--- config.mk ---
export PLATFORM = sky130hd
export DESIGN_NAME = regfile_wr_sched
export DESIGN_NICKNAME = d
export VERILOG_FILES = /design/src/rtl/regfile_pkg.sv /design/src/rtl/rr_grant_scan.sv /design/src/rtl/regfile_wr_sched.sv
export SDC_FILE = /design/constraint.sdc
export NUM_CORES = 1
export LEC_CHECK = 0
export ABC_CLOCK_PERIOD_IN_PS = 10200
export BUFFER_PORTS_ARGS = -buffer_cell sky130_fd_sc_hd__buf_2
export CAP_MARGIN = 20
export CELL_PAD_IN_SITES_DETAIL_PLACEMENT = 0
export CELL_PAD_IN_SITES_GLOBAL_PLACEMENT = 1
export CORE_ASPECT_RATIO = 2
export CORE_MARGIN = 2
export CORE_UTILIZATION = 40
export CTS_CLUSTER_SIZE = 25
export DETAILED_ROUTE_END_ITERATION = 8
export GPL_TIMING_DRIVEN = 0
export PLACE_DENSITY = 0.84
export REMOVE_ABC_BUFFERS = 1
export SLEW_MARGIN = 15
export SYNTH_ARGS = -nofsm -noshare
export SYNTH_HDL_FRONTEND = slang
export SYNTH_SLANG_ARGS = --single-unit
--- constraint.sdc ---
create_clock -name clk -period 10.2 [get_ports clk]
set_input_delay 0.51 -clock clk [delete_from_list [all_inputs] [get_ports clk]]
set_output_delay 0.51 -clock clk [all_outputs]
set_load 0.05 [all_outputs]
--- src/rtl/regfile_pkg.sv ---
// regfile_pkg: shared geometry defaults and FSM state type for
// regfile_wr_sched. No ports; imported by the top and its scanner.
package regfile_pkg;

  localparam int DEF_SRAM_DEPTH = 32;
  localparam int DEF_SRAM_INDEX = 5;
  localparam int DEF_SRAM_WIDTH = 32;
  localparam int DEF_NUM_REQ    = 8;
  localparam int DEF_NUM_WPORT  = 6;

  typedef enum logic {
    ST_INIT = 1'b0,
    ST_RUN  = 1'b1
  } state_e;

  // Index width that stays legal for a single-entry range.
  function automatic int idx_w(input int n);
    return (n > 1) ? $clog2(n) : 1;
  endfunction

endpackage

--- src/rtl/rr_grant_scan.sv ---
// rr_grant_scan: combinational round-robin scan of write requesters.
// Starts at rr_ptr_i, grants up to NUM_WPORT valid requesters and maps
// the k-th grant to write port k.
// Ports: en_i (scan enable), valid_i, addr_i (packed), rr_ptr_i;
//        grant_o, port_vld_o, port_sel_o (packed requester index per
//        port), any_o (some grant), next_ptr_o (pointer after grants).
// Macro WR_COLLISION_CHECK_EN: skip a requester whose address matches
// one already granted this cycle; it uses no port and retries later.
module rr_grant_scan
  import regfile_pkg::*;
#(
  parameter int NUM_REQ    = DEF_NUM_REQ,
  parameter int NUM_WPORT  = DEF_NUM_WPORT,
  parameter int SRAM_INDEX = DEF_SRAM_INDEX,
  parameter int RIW        = idx_w(NUM_REQ)
) (
  input  logic                          en_i,
  input  logic [NUM_REQ-1:0]            valid_i,
  input  logic [NUM_REQ*SRAM_INDEX-1:0] addr_i,
  input  logic [RIW-1:0]                rr_ptr_i,
  output logic [NUM_REQ-1:0]            grant_o,
  output logic [NUM_WPORT-1:0]          port_vld_o,
  output logic [NUM_WPORT*RIW-1:0]      port_sel_o,
  output logic                          any_o,
  output logic [RIW-1:0]                next_ptr_o
);

`ifdef WR_COLLISION_CHECK_EN
  logic [SRAM_INDEX-1:0] gaddr [NUM_WPORT];
  logic [SRAM_INDEX-1:0] cur_addr;
`else
  logic unused_addr;
  assign unused_addr = ^addr_i;
`endif

  int             pos;
  int             cnt;
  logic [RIW-1:0] idx;
  logic           hit;

  always_comb begin
    grant_o    = '0;
    port_vld_o = '0;
    port_sel_o = '0;
    any_o      = 1'b0;
    next_ptr_o = rr_ptr_i;
    pos        = 0;
    cnt        = 0;
    idx        = '0;
    hit        = 1'b0;
`ifdef WR_COLLISION_CHECK_EN
    cur_addr = '0;
    for (int p = 0; p < NUM_WPORT; p++) begin
      gaddr[p] = '0;
    end
`endif
    for (int i = 0; i < NUM_REQ; i++) begin
      // position in scan order, wrapped without a divider
      pos = int'(rr_ptr_i) + i;
      if (pos >= NUM_REQ) begin
        pos = pos - NUM_REQ;
      end
      idx = RIW'(pos);
      hit = 1'b0;
`ifdef WR_COLLISION_CHECK_EN
      cur_addr = addr_i[idx*SRAM_INDEX +: SRAM_INDEX];
      for (int j = 0; j < NUM_WPORT; j++) begin
        if (j < cnt && gaddr[j] == cur_addr) begin
          hit = 1'b1;
        end
      end
`endif
      if (en_i && valid_i[idx] && cnt < NUM_WPORT && !hit) begin
        grant_o[idx] = 1'b1;
        for (int p = 0; p < NUM_WPORT; p++) begin
          if (p == cnt) begin
            port_vld_o[p]            = 1'b1;
            port_sel_o[p*RIW +: RIW] = idx;
`ifdef WR_COLLISION_CHECK_EN
            gaddr[p] = cur_addr;
`endif
          end
        end
        cnt        = cnt + 1;
        any_o      = 1'b1;
        next_ptr_o = (pos == NUM_REQ - 1) ? '0 : RIW'(pos + 1);
      end
    end
  end

endmodule

--- src/rtl/regfile_wr_sched.sv ---
// regfile_wr_sched: clears the register file after reset (INIT), then
// arbitrates writeback requesters onto NUM_WPORT write ports (RUN).
// Ports: clk, reset (async, active high); req_valid_i/req_addr_i/
//        req_data_i with req_ready_o grant; registered we_o, wr_addr_o,
//        wr_data_o; init_done_o high in RUN.
// Macro WR_COLLISION_CHECK_EN: same-cycle address collisions are
// deferred instead of both being written.
module regfile_wr_sched
  import regfile_pkg::*;
#(
  parameter int SRAM_DEPTH = DEF_SRAM_DEPTH,
  parameter int SRAM_INDEX = DEF_SRAM_INDEX,
  parameter int SRAM_WIDTH = DEF_SRAM_WIDTH,
  parameter int NUM_REQ    = DEF_NUM_REQ,
  parameter int NUM_WPORT  = DEF_NUM_WPORT
) (
  input  logic                            clk,
  input  logic                            reset,
  input  logic [NUM_REQ-1:0]              req_valid_i,
  input  logic [NUM_REQ*SRAM_INDEX-1:0]   req_addr_i,
  input  logic [NUM_REQ*SRAM_WIDTH-1:0]   req_data_i,
  output logic [NUM_REQ-1:0]              req_ready_o,
  output logic [NUM_WPORT-1:0]            we_o,
  output logic [NUM_WPORT*SRAM_INDEX-1:0] wr_addr_o,
  output logic [NUM_WPORT*SRAM_WIDTH-1:0] wr_data_o,
  output logic                            init_done_o
);

  localparam int RIW = idx_w(NUM_REQ);
  localparam int BW  = idx_w(SRAM_DEPTH + NUM_WPORT) + 1;

  state_e                          state_q, state_d;
  logic [BW-1:0]                   base_q, base_d;
  logic [RIW-1:0]                  rr_ptr_q, rr_ptr_d;
  logic [NUM_WPORT-1:0]            we_q, we_d;
  logic [NUM_WPORT*SRAM_INDEX-1:0] addr_q, addr_d;
  logic [NUM_WPORT*SRAM_WIDTH-1:0] data_q, data_d;

  logic [NUM_REQ-1:0]              grant;
  logic [NUM_WPORT-1:0]            port_vld;
  logic [NUM_WPORT*RIW-1:0]        port_sel;
  logic                            any_grant;
  logic [RIW-1:0]                  next_ptr;
  logic [RIW-1:0]                  sel;

  rr_grant_scan #(
    .NUM_REQ    (NUM_REQ),
    .NUM_WPORT  (NUM_WPORT),
    .SRAM_INDEX (SRAM_INDEX),
    .RIW        (RIW)
  ) u_scan (
    .en_i       (state_q == ST_RUN),
    .valid_i    (req_valid_i),
    .addr_i     (req_addr_i),
    .rr_ptr_i   (rr_ptr_q),
    .grant_o    (grant),
    .port_vld_o (port_vld),
    .port_sel_o (port_sel),
    .any_o      (any_grant),
    .next_ptr_o (next_ptr)
  );

  always_comb begin
    state_d  = state_q;
    base_d   = base_q;
    rr_ptr_d = rr_ptr_q;
    we_d     = '0;
    addr_d   = '0;
    data_d   = '0;
    sel      = '0;
    unique case (state_q)
      ST_INIT: begin
        // base_q walks in strides of NUM_WPORT; once it passes the
        // last entry the final clear is already on the outputs
        if (int'(base_q) >= SRAM_DEPTH) begin
          state_d = ST_RUN;
        end else begin
          base_d = base_q + BW'(NUM_WPORT);
          for (int p = 0; p < NUM_WPORT; p++) begin
            if (int'(base_q) + p < SRAM_DEPTH) begin
              we_d[p] = 1'b1;
              addr_d[p*SRAM_INDEX +: SRAM_INDEX] =
                SRAM_INDEX'(int'(base_q) + p);
            end
          end
        end
      end
      ST_RUN: begin
        if (any_grant) begin
          rr_ptr_d = next_ptr;
        end
        for (int p = 0; p < NUM_WPORT; p++) begin
          sel = port_sel[p*RIW +: RIW];
          if (port_vld[p]) begin
            we_d[p] = 1'b1;
            addr_d[p*SRAM_INDEX +: SRAM_INDEX] =
              req_addr_i[sel*SRAM_INDEX +: SRAM_INDEX];
            data_d[p*SRAM_WIDTH +: SRAM_WIDTH] =
              req_data_i[sel*SRAM_WIDTH +: SRAM_WIDTH];
          end
        end
      end
    endcase
  end

  always_ff @(posedge clk or posedge reset) begin
    if (reset) begin
      state_q  <= ST_INIT;
      base_q   <= '0;
      rr_ptr_q <= '0;
      we_q     <= '0;
      addr_q   <= '0;
      data_q   <= '0;
    end else begin
      state_q  <= state_d;
      base_q   <= base_d;
      rr_ptr_q <= rr_ptr_d;
      we_q     <= we_d;
      addr_q   <= addr_d;
      data_q   <= data_d;
    end
  end

  assign req_ready_o = grant;
  assign we_o        = we_q;
  assign wr_addr_o   = addr_q;
  assign wr_data_o   = data_q;
  assign init_done_o = (state_q == ST_RUN);

endmodule

==> results.cfg, run 1 <==
[run_status]
outcome = completed

[place]
dp_hpwl_um = 88740
dp_cells = 3814
place_congestion = 1.024
dpl-instance-area_um2 = 30660
portBuffers = 542
dp_worst_setup_slack_ns = -1.902

[global_routing]
grt_start_max_net_pins = 89
grtUsageTotal = 0.3501
antenna_found_initial = 49
grt_pass1_wl_um = 175200
first_global_vias = 26480
overflow = 0

[sta]
hold_viol = 0
finalCritPeriodShare = 0.9595
finalMaxSlewViolations = 0
worst_pin_slew_ns = 1.172
worst_slew_margin_rel = 0.2188
finalWorstSetupSlack_ns = 0.4136
max_freq_mhz = 102.2
clock-skew-final_ns = 0.02536
rsz0062_at_grt = false
finalSetupViolCount = 0
period_minus_slack_ns = 9.786

[die]
dieWidth_um = 184.8
core_area_um2 = 64740
placementRows = 132
dieHeight_um = 365.7
io_pins = 543
dieArea_um2 = 67590
start_util = 0.4041

[clocking]
cts_buffers = 25
htreeDepth = 1
cts.clk_slew.worst_paths_ns = 0.07
cts_hold_buf = 0
tritoncts = done
clk_latency_ns = 0.57
root_buffer = clkbuf_16
cts_num_sinks = 238
clockBufferDepth = 3

[critical_path]
slowest_stage = dfrtp_4
crit_path_start = rr_ptr_q[0]$_DFFE_PP0P_
crit_path_start_kind = flop
cpMostUsedCell = ha_1
crit_path_max_incr_delay_ns = 0.60
crit_required_ns = 10.63
critical_path.max_fanout = 31
path_buf_inv = 10
cp.arrival_ns = 10.22
r2r_start = rr_ptr_q[0]$_DFFE_PP0P_
path_delay_family = simple AND/OR/NAND/NOR gates
path_class = flop to flop
endpoint_kind = flop

[final_layout]
fin_util = 0.4928
syn2layout_area_growth_pct = 21.96
final_area_um2 = 31910
finalNonFillerCells = 3913
fin_nets = 3342
drive_gt1_frac = 0.3638

[route]
drc_errors = 0
first_iter_violations = 2869
dr.pass1.iters = 6
drt-total-wl_um = 122400
viasPerCell = 6.889
wl_per_cell_um = 31.27
ant_nets = 0
num_vias = 26960

[synthesis]
ys.warnings.count = 0
syn_inst = 2599
ys_seq_area_frac = 0.2277
synth_edf_count = 0
async_flop_share = 1.000
ys_seq_elements = 238
ys_top_cells_by_area = mux4_2 23%, dfrtp_1 23%, mux2i_1 9.8%
synth_cell_types = 116
yosys.area.top_type = mux4_2
ys.flop_type = dfrtp_1
yosysTopAreaCellShare = 0.2324
synth_area_um2 = 26160
synth_area_per_cell_um2 = 10.07

[hold_path]
hp-class = input port to asynchronous set/reset pin

[run]
maxCapViolCount = 0
## layout by cell type, fill, tap and decap left out, types with 20 or more instances in the layout
master | Yosys | routed
a21oi_1 | 63 | 59
a221oi_1 | 33 | 33
a22o_1 | 131 | 131
a31oi_1 | 23 | 21
a32o_1 | 75 | 75
buf_12 | 0 | 20
buf_16 | 0 | 47
buf_2 | 72 | 543
clkbuf_16 | 0 | 25
dfrtp_1 | 238 | 235
diode_2 | 0 | 35
ha_1 | 45 | 43
inv_1 | 39 | 37
mux2_2 | 21 | 20
mux2i_1 | 256 | 256
mux4_2 | 270 | 270
nand2_1 | 381 | 380
nand3_1 | 117 | 116
nand3b_1 | 66 | 66
nor2_1 | 92 | 86
nor3_1 | 29 | 28
o211ai_1 | 26 | 26
o21ai_0 | 60 | 58
## flip-flops by register name, summed over array words and instances (netlist names)
name         count
we_o             6
base_q           6
wr_data_o      192
wr_addr_o       30
rr_ptr_q         3
init_done_o      1
## synth_stat cells, drive strengths merged (8+ instances only)
cell type	number
o21a	9
a32o	75
nor3	33
o21ai	75
and2	16
inv	43
o221ai	17
nor2	98
a21oi	67
a32oi	8
nand3b	66
dfrtp	238
mux2	30
o22ai	15
mux2i	257
clkbuf	149
nor4	9
nand2	383
a22oi	11
ha	45
o211ai	27
o221a	16
buf	130
nor2b	11
a211oi	16
o31ai	14
mux4	270
a31oi	24
nand3	117
a221oi	33
a22o	131
o211a	9
or2	12
and3	17
## area by class of cell
cell class / count / area (um^2)
antenna: 35 / 87.58
clock inverter: 7 / 71.32
tap: 871 / 1090
timing repair buffer: 643 / 4761
inverter: 45 / 205.2
clock buffer: 37 / 740.7
fill: 6031 / 32840
multi-input combinational: 2037 / 18990
sequential: 238 / 5964
## per-layer routing
| metal | track usage | vias to the layer above | share of wire |
|---|---|---|---|
| li1 | - | 11090 | - |
| met1 | 0.3751 | 13170 | 0.32 |
| met2 | 0.5709 | 1996 | 0.47 |
| met3 | 0.09502 | 671 | 0.11 |
| met4 | 0.2947 | 34 | 0.098 |
| met5 | 0 | - | 0.0019 |
## worst reg2reg max path, delay by kind of cell (launching register included)
kind | cells | cell delay, ns
AOI/OAI and AO/OA | 8 | 2.10
xor gates and xnor gates | 1 | 0.23
adders and majority gates | 6 | 1.79
buffers and inverters | 10 | 1.78
DFF | 1 | 0.60
muxes | 3 | 0.96
and+or+nand+nor | 8 | 2.20
## cell families after synthesis
logic type,count (synthesis),synth area share
DFF,238,0.2277
adders and majority gates,46,0.02229
xor gates and xnor gates,13,0.004639
and+or+nand+nor,789,0.1440
AOI/OAI and AO/OA,632,0.1967
muxes,557,0.3444
buffers and inverters,324,0.06036
## stage by stage
| step | TNS (ns) | hold slack [ns] |
|---|---|---|
| after floorplan | -1793.47 | 0.3545 |
| final | 0 | 0.02691 |
| after global routing | 0 | 0.07204 |
| after CTS | 0 | 0.03438 |
| after detailed placement | -286.78 | 0.4063 |
| after global placement | -4063.34 | 0.3681 |
## worst paths after layout
kind	slack [ns]	endpoint	cells past startpoint
worst min register to register	0.42	base_q[6]$_DFFE_PP0P_	0
worst max-delay path	0.41	wr_addr_o[11]$_DFF_PP0_	36
worst min-delay path	0.03	wr_data_o[12]$_DFF_PP0_	2
max in group asynchronous	9.27	wr_data_o[62]$_DFF_PP0_	3
min in group clk	0.40	wr_data_o[66]$_DFF_PP0_	4
worst max register to register	0.41	wr_addr_o[11]$_DFF_PP0_	36
## timing repair
item / in CTS / in global routing
gates cloned: 1 / 0
buffers inserted: 17 / 1
endpoints found under the setup margin: 233 / 211
pin swaps: 6 / 0
resized for setup: 14 / 15
Power of run 1 is left out: the tool's default activity adds up to more than one toggle a clock period on the data nets, which glitch-free logic cannot reach.
==> run 2, diff against run 1 <==
Settings changed: PLACE_DENSITY 0.84 to not set, PLACE_DENSITY_LB_ADDON set to 0.05.
==> results.cfg, run 2 (synthesis results as in run 1) <==
[run_status]
outcome = completed

[clocking]
cts_buffers = 28
root_buffer = clkbuf_16
clk_latency_ns = 0.60
htreeDepth = 1
cts.clk_slew.worst_paths_ns = 0.06
cts_num_sinks = 238
clockBufferDepth = 3
tritoncts = done

[sta]
rsz0062_at_grt = false
finalSetupViolCount = 0
hold_viol = 0
max_freq_mhz = 100.9
finalCritPeriodShare = 0.9719
period_minus_slack_ns = 9.914
worst_slew_margin_rel = 0.2702
clock-skew-final_ns = 0.02665
worst_pin_slew_ns = 1.095
finalMaxSlewViolations = 0

[global_routing]
grtUsageTotal = 0.3666
use_met1 = 0.4112
grt_start_max_net_pins = 101
met3_usage = 0.08866
first_global_vias = 26970
grt-busiest-layer = met2
overflow = 0
grt_pass1_wl_um = 182900
antenna_found_initial = 48
grtUsageMet2 = 0.6211

[place]
dp_hpwl_um = 93770
portBuffers = 542
dpl-instance-area_um2 = 30880
place_congestion = 0.9605

[route]
ant_nets = 0
dr.pass1.iters = 6
drc_errors = 0
first_iter_violations = 2654
num_vias = 26650
viasPerCell = 6.788
drt-total-wl_um = 127200
wl_per_cell_um = 32.41

[die]
start_util = 0.4041
dieHeight_um = 365.7
io_pins = 543
dieWidth_um = 184.8
placementRows = 132
dieArea_um2 = 67590
core_area_um2 = 64740

[critical_path]
critical_path.max_fanout = 15
cpMostUsedCell = ha_1
r2r_end = wr_addr_o[25]$_DFF_PP0_
crit_required_ns = 10.63
endpoint_kind = flop
cp.arrival_ns = 10.34
crit_path_max_incr_delay_ns = 0.76
path_class = flop to flop
reg2reg_depth = 31
crit_path_start_kind = flop
slowest_stage = a31oi_4
r2r_start = rr_ptr_q[1]$_DFFE_PP0P_
r2r_setup_slack_ns = 0.29

[final_layout]
fill_cells = 6150
regArea_um2 = 5967
final_area_um2 = 32140
largest_reg_flops = 192
multi_input_comb_area_um2 = 18980
mostFrequentLayoutCells = 542 x buf_2, 380 x nand2_1, 270 x mux4_2
drive_gt1_frac = 0.3643
syn2layout_area_growth_pct = 22.87
mostFrequentLayoutCell = buf_2
fin_nets = 3347

[hold_path]
min-delay-start = req_data_i[218]
hp-class = input port to flop
holdPathEnd = wr_data_o[186]$_DFF_PP0_
hold_depth = 4

[run]
maxCapViolCount = 0
[run 2: cell count changes in the layout (fill, tap and decap cells not counted), sizes merged]
cell / delta
dlygate4sd3: +1
clkbuf: +6
diode: +9
clkinv: -4
buf: +1
[run 2: worst max-delay path by stage]
| stage | slack [ns] | start | end | depth (start not counted) |
|---|---|---|---|---|
| after floorplan | -11.81 | rr_ptr_q[0]$_DFFE_PP0P_ | wr_addr_o[17]$_DFF_PP0_ | 31 |
| after global placement | -25.13 | rr_ptr_q[0]$_DFFE_PP0P_ | wr_addr_o[15]$_DFF_PP0_ | 27 |
| after detailed placement | -2.57 | rr_ptr_q[1]$_DFFE_PP0P_ | wr_addr_o[15]$_DFF_PP0_ | 33 |
| after CTS | 0.04 | rr_ptr_q[0]$_DFFE_PP0P_ | wr_data_o[40]$_DFF_PP0_ | 38 |
| after global routing | 0.03 | rr_ptr_q[1]$_DFFE_PP0P_ | wr_data_o[48]$_DFF_PP0_ | 33 |
| final | 0.29 | rr_ptr_q[1]$_DFFE_PP0P_ | wr_addr_o[25]$_DFF_PP0_ | 31 |
[run 2: timing repair]
| item | CTS | global route |
|---|---|---|
| resized for setup | 17 | 8 |
| buffers inserted | 9 | 5 |
| pin swaps | 2 | 0 |
| hold endpoints to repair | 48 | 0 |
| endpoints found under the setup margin | 239 | 163 |
| hold buffers | 1 | 0 |
[run 2: per-layer routing]
| metal | vias up | wire, um |
|---|---|---|
| li1 | 11100 | - |
| met1 | 13550 | 43790 |
| met2 | 1565 | 62830 |
| met3 | 404 | 11890 |
| met4 | 24 | 8581 |
| met5 | - | 149 |
[run 2: metrics by stage]
step           setup TNS (ns)  cells  utilization  hold slack [ns]  worst slack [ns]
2_1_floorplan        -1793.47   2320            -           0.3545            -11.81
3_3_place_gp         -4289.12   3733       0.4412           0.3694            -25.13
3_5_place_dp          -480.74   3821       0.4769           0.3895            -2.573
4_1_cts                     0   3877       0.4935           0.3406           0.04096
5_1_grt                     0   3908       0.4958           0.3797           0.02942
6_report                    0   3926       0.4965           0.3764            0.2862
[run 2: layout make-up]
class                      instances  share of cell area
clock inverter                     3            0.001479
inverter                          45            0.006150
multi-input combinational       2037              0.5906
sequential                       238              0.1856
timing repair buffer             645              0.1527
tap                              871             0.03390
antenna                           44            0.003425
clock buffer                      43             0.02608
[run 2: worst max-delay path: cells and delay by family, from the launching register on]
family / cells / cell delay (ns)
compound gates: 7 / 2.76
xor+xnor: 1 / 0.31
fa+ha+maj: 6 / 2.26
buf+inv: 6 / 1.02
flops: 1 / 0.59
mux: 1 / 0.31
simple gates: 10 / 2.45
Power of run 2 is left out for the same reason.
